### src/rtl/input_conditioner.sv
// Switch/button input conditioner: synchroniser, counter debounce,
// mode-selected edge pulses with auto-repeat, sticky pend/ovf flags.
// Ports: clk, reset_n (async active-low), din (raw inputs),
//   mode (00 rise, 01 fall, 10 both, 11 rise+repeat), ack (per channel);
//   level (debounced), pulse (1-cycle event), pend/ovf (sticky),
//   any_pend (OR of pend).
module input_conditioner #(
    parameter int N_CH          = 4,
    parameter int SYNC_STAGES   = 2,
    parameter int DB_CYCLES     = 16,
    parameter int REPEAT_DELAY  = 8,
    parameter int REPEAT_PERIOD = 3
) (
    input  logic            clk,
    input  logic            reset_n,
    input  logic [N_CH-1:0] din,
    input  logic [1:0]      mode,
    input  logic [N_CH-1:0] ack,
    output logic [N_CH-1:0] level,
    output logic [N_CH-1:0] pulse,
    output logic [N_CH-1:0] pend,
    output logic [N_CH-1:0] ovf,
    output logic            any_pend
);

    localparam int DBW = $clog2(DB_CYCLES + 1);
    localparam int RPMAX = (REPEAT_DELAY > REPEAT_PERIOD) ?
                           REPEAT_DELAY : REPEAT_PERIOD;
    localparam int RPW = $clog2(RPMAX + 1);

    localparam logic [DBW-1:0] DB_LAST   = DBW'(DB_CYCLES - 1);
    localparam logic [RPW-1:0] RP_DELAY  = RPW'(REPEAT_DELAY);
    localparam logic [RPW-1:0] RP_PERIOD = RPW'(REPEAT_PERIOD);
    localparam logic [RPW-1:0] RP_ONE    = RPW'(1);

    logic [SYNC_STAGES-1:0][N_CH-1:0] sync_q;
    logic [N_CH-1:0]                  s;

    logic [N_CH-1:0][DBW-1:0] db_cnt_q, db_cnt_d;
    logic [N_CH-1:0][RPW-1:0] rep_cnt_q, rep_cnt_d;
    logic [N_CH-1:0]          level_q, level_d;
    logic [N_CH-1:0]          pulse_q, pulse_d;
    logic [N_CH-1:0]          pend_q, pend_d;
    logic [N_CH-1:0]          ovf_q, ovf_d;
    logic [1:0]               mode_q;

    logic [N_CH-1:0] rise, fall, rep_fire;
    logic            mode_chg;

    assign s        = sync_q[SYNC_STAGES-1];
    assign rise     = level_d & ~level_q;
    assign fall     = ~level_d & level_q;
    assign mode_chg = (mode != mode_q);

    // Debounce: level follows s only after DB_CYCLES consecutive
    // mismatching cycles; any agreeing cycle restarts the count.
    always_comb begin
        level_d  = level_q;
        db_cnt_d = db_cnt_q;
        for (int i = 0; i < N_CH; i++) begin
            if (s[i] == level_q[i]) begin
                db_cnt_d[i] = '0;
            end else if (db_cnt_q[i] == DB_LAST) begin
                level_d[i]  = s[i];
                db_cnt_d[i] = '0;
            end else begin
                db_cnt_d[i] = db_cnt_q[i] + 1'b1;
            end
        end
    end

    // Repeat counter is a countdown; zero means idle. A release on the
    // same edge a repeat is due wins, so no pulse accompanies release.
    always_comb begin
        rep_cnt_d = rep_cnt_q;
        rep_fire  = '0;
        for (int i = 0; i < N_CH; i++) begin
            if (mode == 2'b11 && rise[i]) begin
                rep_cnt_d[i] = RP_DELAY;
            end else if (mode_chg || !level_d[i]) begin
                rep_cnt_d[i] = '0;
            end else if (rep_cnt_q[i] == RP_ONE) begin
                rep_fire[i]  = 1'b1;
                rep_cnt_d[i] = RP_PERIOD;
            end else if (rep_cnt_q[i] != '0) begin
                rep_cnt_d[i] = rep_cnt_q[i] - 1'b1;
            end
        end
    end

    always_comb begin
        pulse_d = '0;
        unique case (mode)
            2'b00: pulse_d = rise;
            2'b01: pulse_d = fall;
            2'b10: pulse_d = rise | fall;
            2'b11: pulse_d = rise | rep_fire;
        endcase
    end

    // A simultaneous ack consumes the old event while the new one
    // becomes pending, hence set wins and overflow clears.
    always_comb begin
        pend_d = pend_q;
        ovf_d  = ovf_q;
        for (int i = 0; i < N_CH; i++) begin
            if (pulse_q[i] && ack[i]) begin
                pend_d[i] = 1'b1;
                ovf_d[i]  = 1'b0;
            end else if (pulse_q[i]) begin
                if (pend_q[i]) ovf_d[i] = 1'b1;
                else           pend_d[i] = 1'b1;
            end else if (ack[i]) begin
                pend_d[i] = 1'b0;
                ovf_d[i]  = 1'b0;
            end
        end
    end

    always_ff @(posedge clk or negedge reset_n) begin
        if (!reset_n) begin
            sync_q    <= '0;
            db_cnt_q  <= '0;
            rep_cnt_q <= '0;
            level_q   <= '0;
            pulse_q   <= '0;
            pend_q    <= '0;
            ovf_q     <= '0;
            mode_q    <= '0;
        end else begin
            sync_q    <= {sync_q[SYNC_STAGES-2:0], din};
            db_cnt_q  <= db_cnt_d;
            rep_cnt_q <= rep_cnt_d;
            level_q   <= level_d;
            pulse_q   <= pulse_d;
            pend_q    <= pend_d;
            ovf_q     <= ovf_d;
            mode_q    <= mode;
        end
    end

    assign level    = level_q;
    assign pulse    = pulse_q;
    assign pend     = pend_q;
    assign ovf      = ovf_q;
    assign any_pend = |pend_q;

endmodule
### config.mk
export PLATFORM = sky130hd
export DESIGN_NAME = input_conditioner
export DESIGN_NICKNAME = d
export VERILOG_FILES = /design/src/rtl/input_conditioner.sv
export SDC_FILE = /design/constraint.sdc
export NUM_CORES = 1
export LEC_CHECK = 0
export ABC_AREA = 1
export BUFFER_PORTS_ARGS = -buffer_cell sky130_fd_sc_hd__buf_4
export CORE_MARGIN = 2
export CORE_UTILIZATION = 36
export DETAILED_ROUTE_END_ITERATION = 8
export GPL_TIMING_DRIVEN = 0
export HOLD_SLACK_MARGIN = 0.08
export REMOVE_ABC_BUFFERS = 1
export SYNTH_ARGS = -nofsm -noshare
export SYNTH_HDL_FRONTEND = slang
export SYNTH_SLANG_ARGS = --single-unit
### constraint.sdc
create_clock -name clk -period 3.8 [get_ports clk]
set_clock_uncertainty 0.2 [all_clocks]
set_input_delay 0.38 -clock clk [delete_from_list [all_inputs] [get_ports clk]]
set_output_delay 0.38 -clock clk [all_outputs]
set_load 0.01 [all_outputs]
==> impl_metrics.toml <==
[placed_design]
gp_congestion = 0.785
port_buffers = 28
placed_cells = 464
place_area_um2 = 3300
dpl.hpwl_mm = 3.88

[setup_path]
critical_path_class = "primary input to flip-flop"
critPathLaunchType = "primary input"
worstPathRequired_ns = 3.86
critPathMaxFanout = 13
end_kind = "flip-flop"
arrival_ns = 2.12

[flow_run]
cap_violations = 0

[power_and_ir_drop]
pwr-share-comb = 0.055
leakage_nw = 1.72
switchingPower_mw = 0.287
p_clk_frac = 0.406
seqPwrFrac = 0.540
peakVddDrop_uv = 148
switching_share = 0.226
intPower_mw = 0.985
p_per_area_nw_per_um2 = 355

[timing]
slew_violations = 0
timing.fmax_mhz = 485
tns_ns = 0
finalSetupViolCount = 0
final_hold_viol_count = 0
post-route-min-period_ns = 2.06
finalCritPeriodShare = 0.542
hold_slack_ns = 0.149
maxSlewHeadroom = 0.486
tightest_slew_ns = 0.771
rsz0062_at_grt = "no"

[grt]
grt_pass1_vias = 2120
grt_overflow_total = 0
antenna_found_initial = 0
grtUsageTotal = 0.138
grt_start_max_net_pins = 63
grt_pass1_wl_mm = 9.47

[logic_synthesis]
synth_top_flop_cell = "dfrtp_1"
ys_ff_latch = 62
syn_area_um2 = 2970
yosysSeqAreaShare = 0.522
yosys_warnings = 0
syn_inst = 332
synthArstFlopShare = 1.00
synth_top_cell_by_area = "dfrtp_1"
avgSynthCellArea_um2 = 8.95
yosysTopAreaCellShare = 0.522
synth_edf_count = 0
netlist_top_cells_area = "dfrtp_1, nor2_1, nand2_1"
netlist-cell-type-count = 23

[cts]
root_buffer = "clkbuf_8"
numCtsBuffers = 9
cts_sinks = 62
clock_latency_ns = 0.33
post_cts_buffers = 0
max-clock-path-buffers = 2
htree_levels = 3
cts_tree = "built"
path_clk_slew_ns = 0.06

[finish]
final_cells = 489
drive_gt1_frac = 0.159
fin_nets = 408
final_core_utilization = 0.443
antenna_cells = 0
design_area_um2 = 3590
area_delta_synth_final_pct = 20.7

[floorplanning]
initial_utilization = 0.367
fp.dieW_um = 94.9
io_pins = 29
die_area_um2 = 9000
core-area_um2 = 8090
fp.dieH_um = 94.9
rows = 33

[status]
outcome = "completed"

[routing]
drtIter0Drc = 53
wirelength_mm = 5.45
drt_pass1_iterations = 4
post_drt_wl_per_cell_um = 11.1
drtAntennaViolNets = 0
vias = 2229
drt-vias-per-instance = 4.56
drc_errors = 0

[hold_path]
hold_path.class = "flip-flop to flip-flop"
## through the flow
stage / worst slack (ns) / total power, mW
final: 1.74 / 1.27
after global routing: 1.64 / 1.33
after CTS: 1.72 / 1.29
after detailed placement: 1.92 / 0.761
after global placement: 1.93 / 0.760
after floorplan: 2.34 / 0.726
## layout by cell type, fill, tap and decap left out, types with 8 or more instances in the layout
| cell type | instances |
|---|---|
| clkbuf_8 | 12 |
| inv_1 | 40 |
| nand3_1 | 30 |
| o21ai_0 | 22 |
| nor2_1 | 58 |
| xor2_1 | 9 |
| ha_1 | 15 |
| dfrtp_1 | 62 |
| buf_4 | 28 |
| nand2_1 | 52 |
| dlygate4sd3_1 | 11 |
| nand4_1 | 8 |
## metal layers
layer	track usage	vias to the layer above	share of wire
met5	0	-	0
met4	0.0652	0	0.022
met3	0.0391	10	0.041
met2	0.211	37	0.44
met1	0.180	1017	0.49
li1	-	1165	-
## area by class of cell
type	count	area [um2]
Fill cell	810	4510
Sequential cell	62	1550
Tap cell	105	131
Multi-Input combinational cell	229	1260
Inverter	40	150
Timing Repair Buffer	39	320
Clock buffer	13	169
Clock inverter	1	5.00
## critical path, cell delays in order
cell and delay (ns):
dlygate4sd3_1 0.54, buf_4 0.16, xor2_1 0.16, nor2_2 0.51
nand3_2 0.21, a21oi_1 0.16
## path summary, 6_finish.rpt
check	endpoint	cells past startpoint	slack (ns)	startpoint
setup / recovery	rep_cnt_q[8]	6	1.74	mode[0]
setup reg to reg	rep_cnt_q[8]	4	2.12	mode_q[0]
hold reg to reg	s[3]	0	0.15	sync_q[3]
min in group asynchronous	db_cnt_q[5]	2	0.45	reset_n
hold / removal	s[3]	0	0.15	sync_q[3]
max in group asynchronous	level[2]	2	2.42	reset_n
## state kept, by name, summed over array words and instances, names as in the netlist
name       count
db_cnt_q      20
level          4
mode_q         2
ovf            4
pend           4
pulse          4
rep_cnt_q     16
s              4
sync_q         4
## logic make-up after synthesis
family                     count (synthesis)  share of synthesized area
and+or+nand+nor                          172                      0.269
DFF                                       62                      0.522
buffers and inverters                     41                     0.0543
AOI/OAI and AO/OA                         32                     0.0623
adders and majority gates                 15                     0.0632
xor gates and xnor gates                  10                     0.0295
## timing repair
item / 4_1_cts / 5_1_grt
hold buffers: 11 / 0
hold endpoints to repair: 72 / 0
resized for setup: 0 / 0
## power by group through the flow
stage | sequential [mW] | clock, mW | combinational [mW]
final | 0.686 | 0.516 | 0.0698
after global routing | 0.688 | 0.567 | 0.0804
after global placement | 0.698 | 0 | 0.0618
after detailed placement | 0.698 | 0 | 0.0632
after floorplan | 0.696 | 0 | 0.0303
after CTS | 0.686 | 0.536 | 0.0722
## cell usage after synthesis (2+ instances only)
library cell and number:
nor2_1 58, nor3b_1 2, ha_1 15, nor2_4 2, o22ai_1 2, o21ai_4 2, nand4_1 8, o21ai_0 22
nand2_2 3, dfrtp_1 62, xor2_1 9, nand3_1 30, or2_2 4, nand2_1 52, inv_1 40, nor2_2 2
nand3_2 6, a21oi_1 6, nor3_1 3
(Power assumes the default switching activity.)
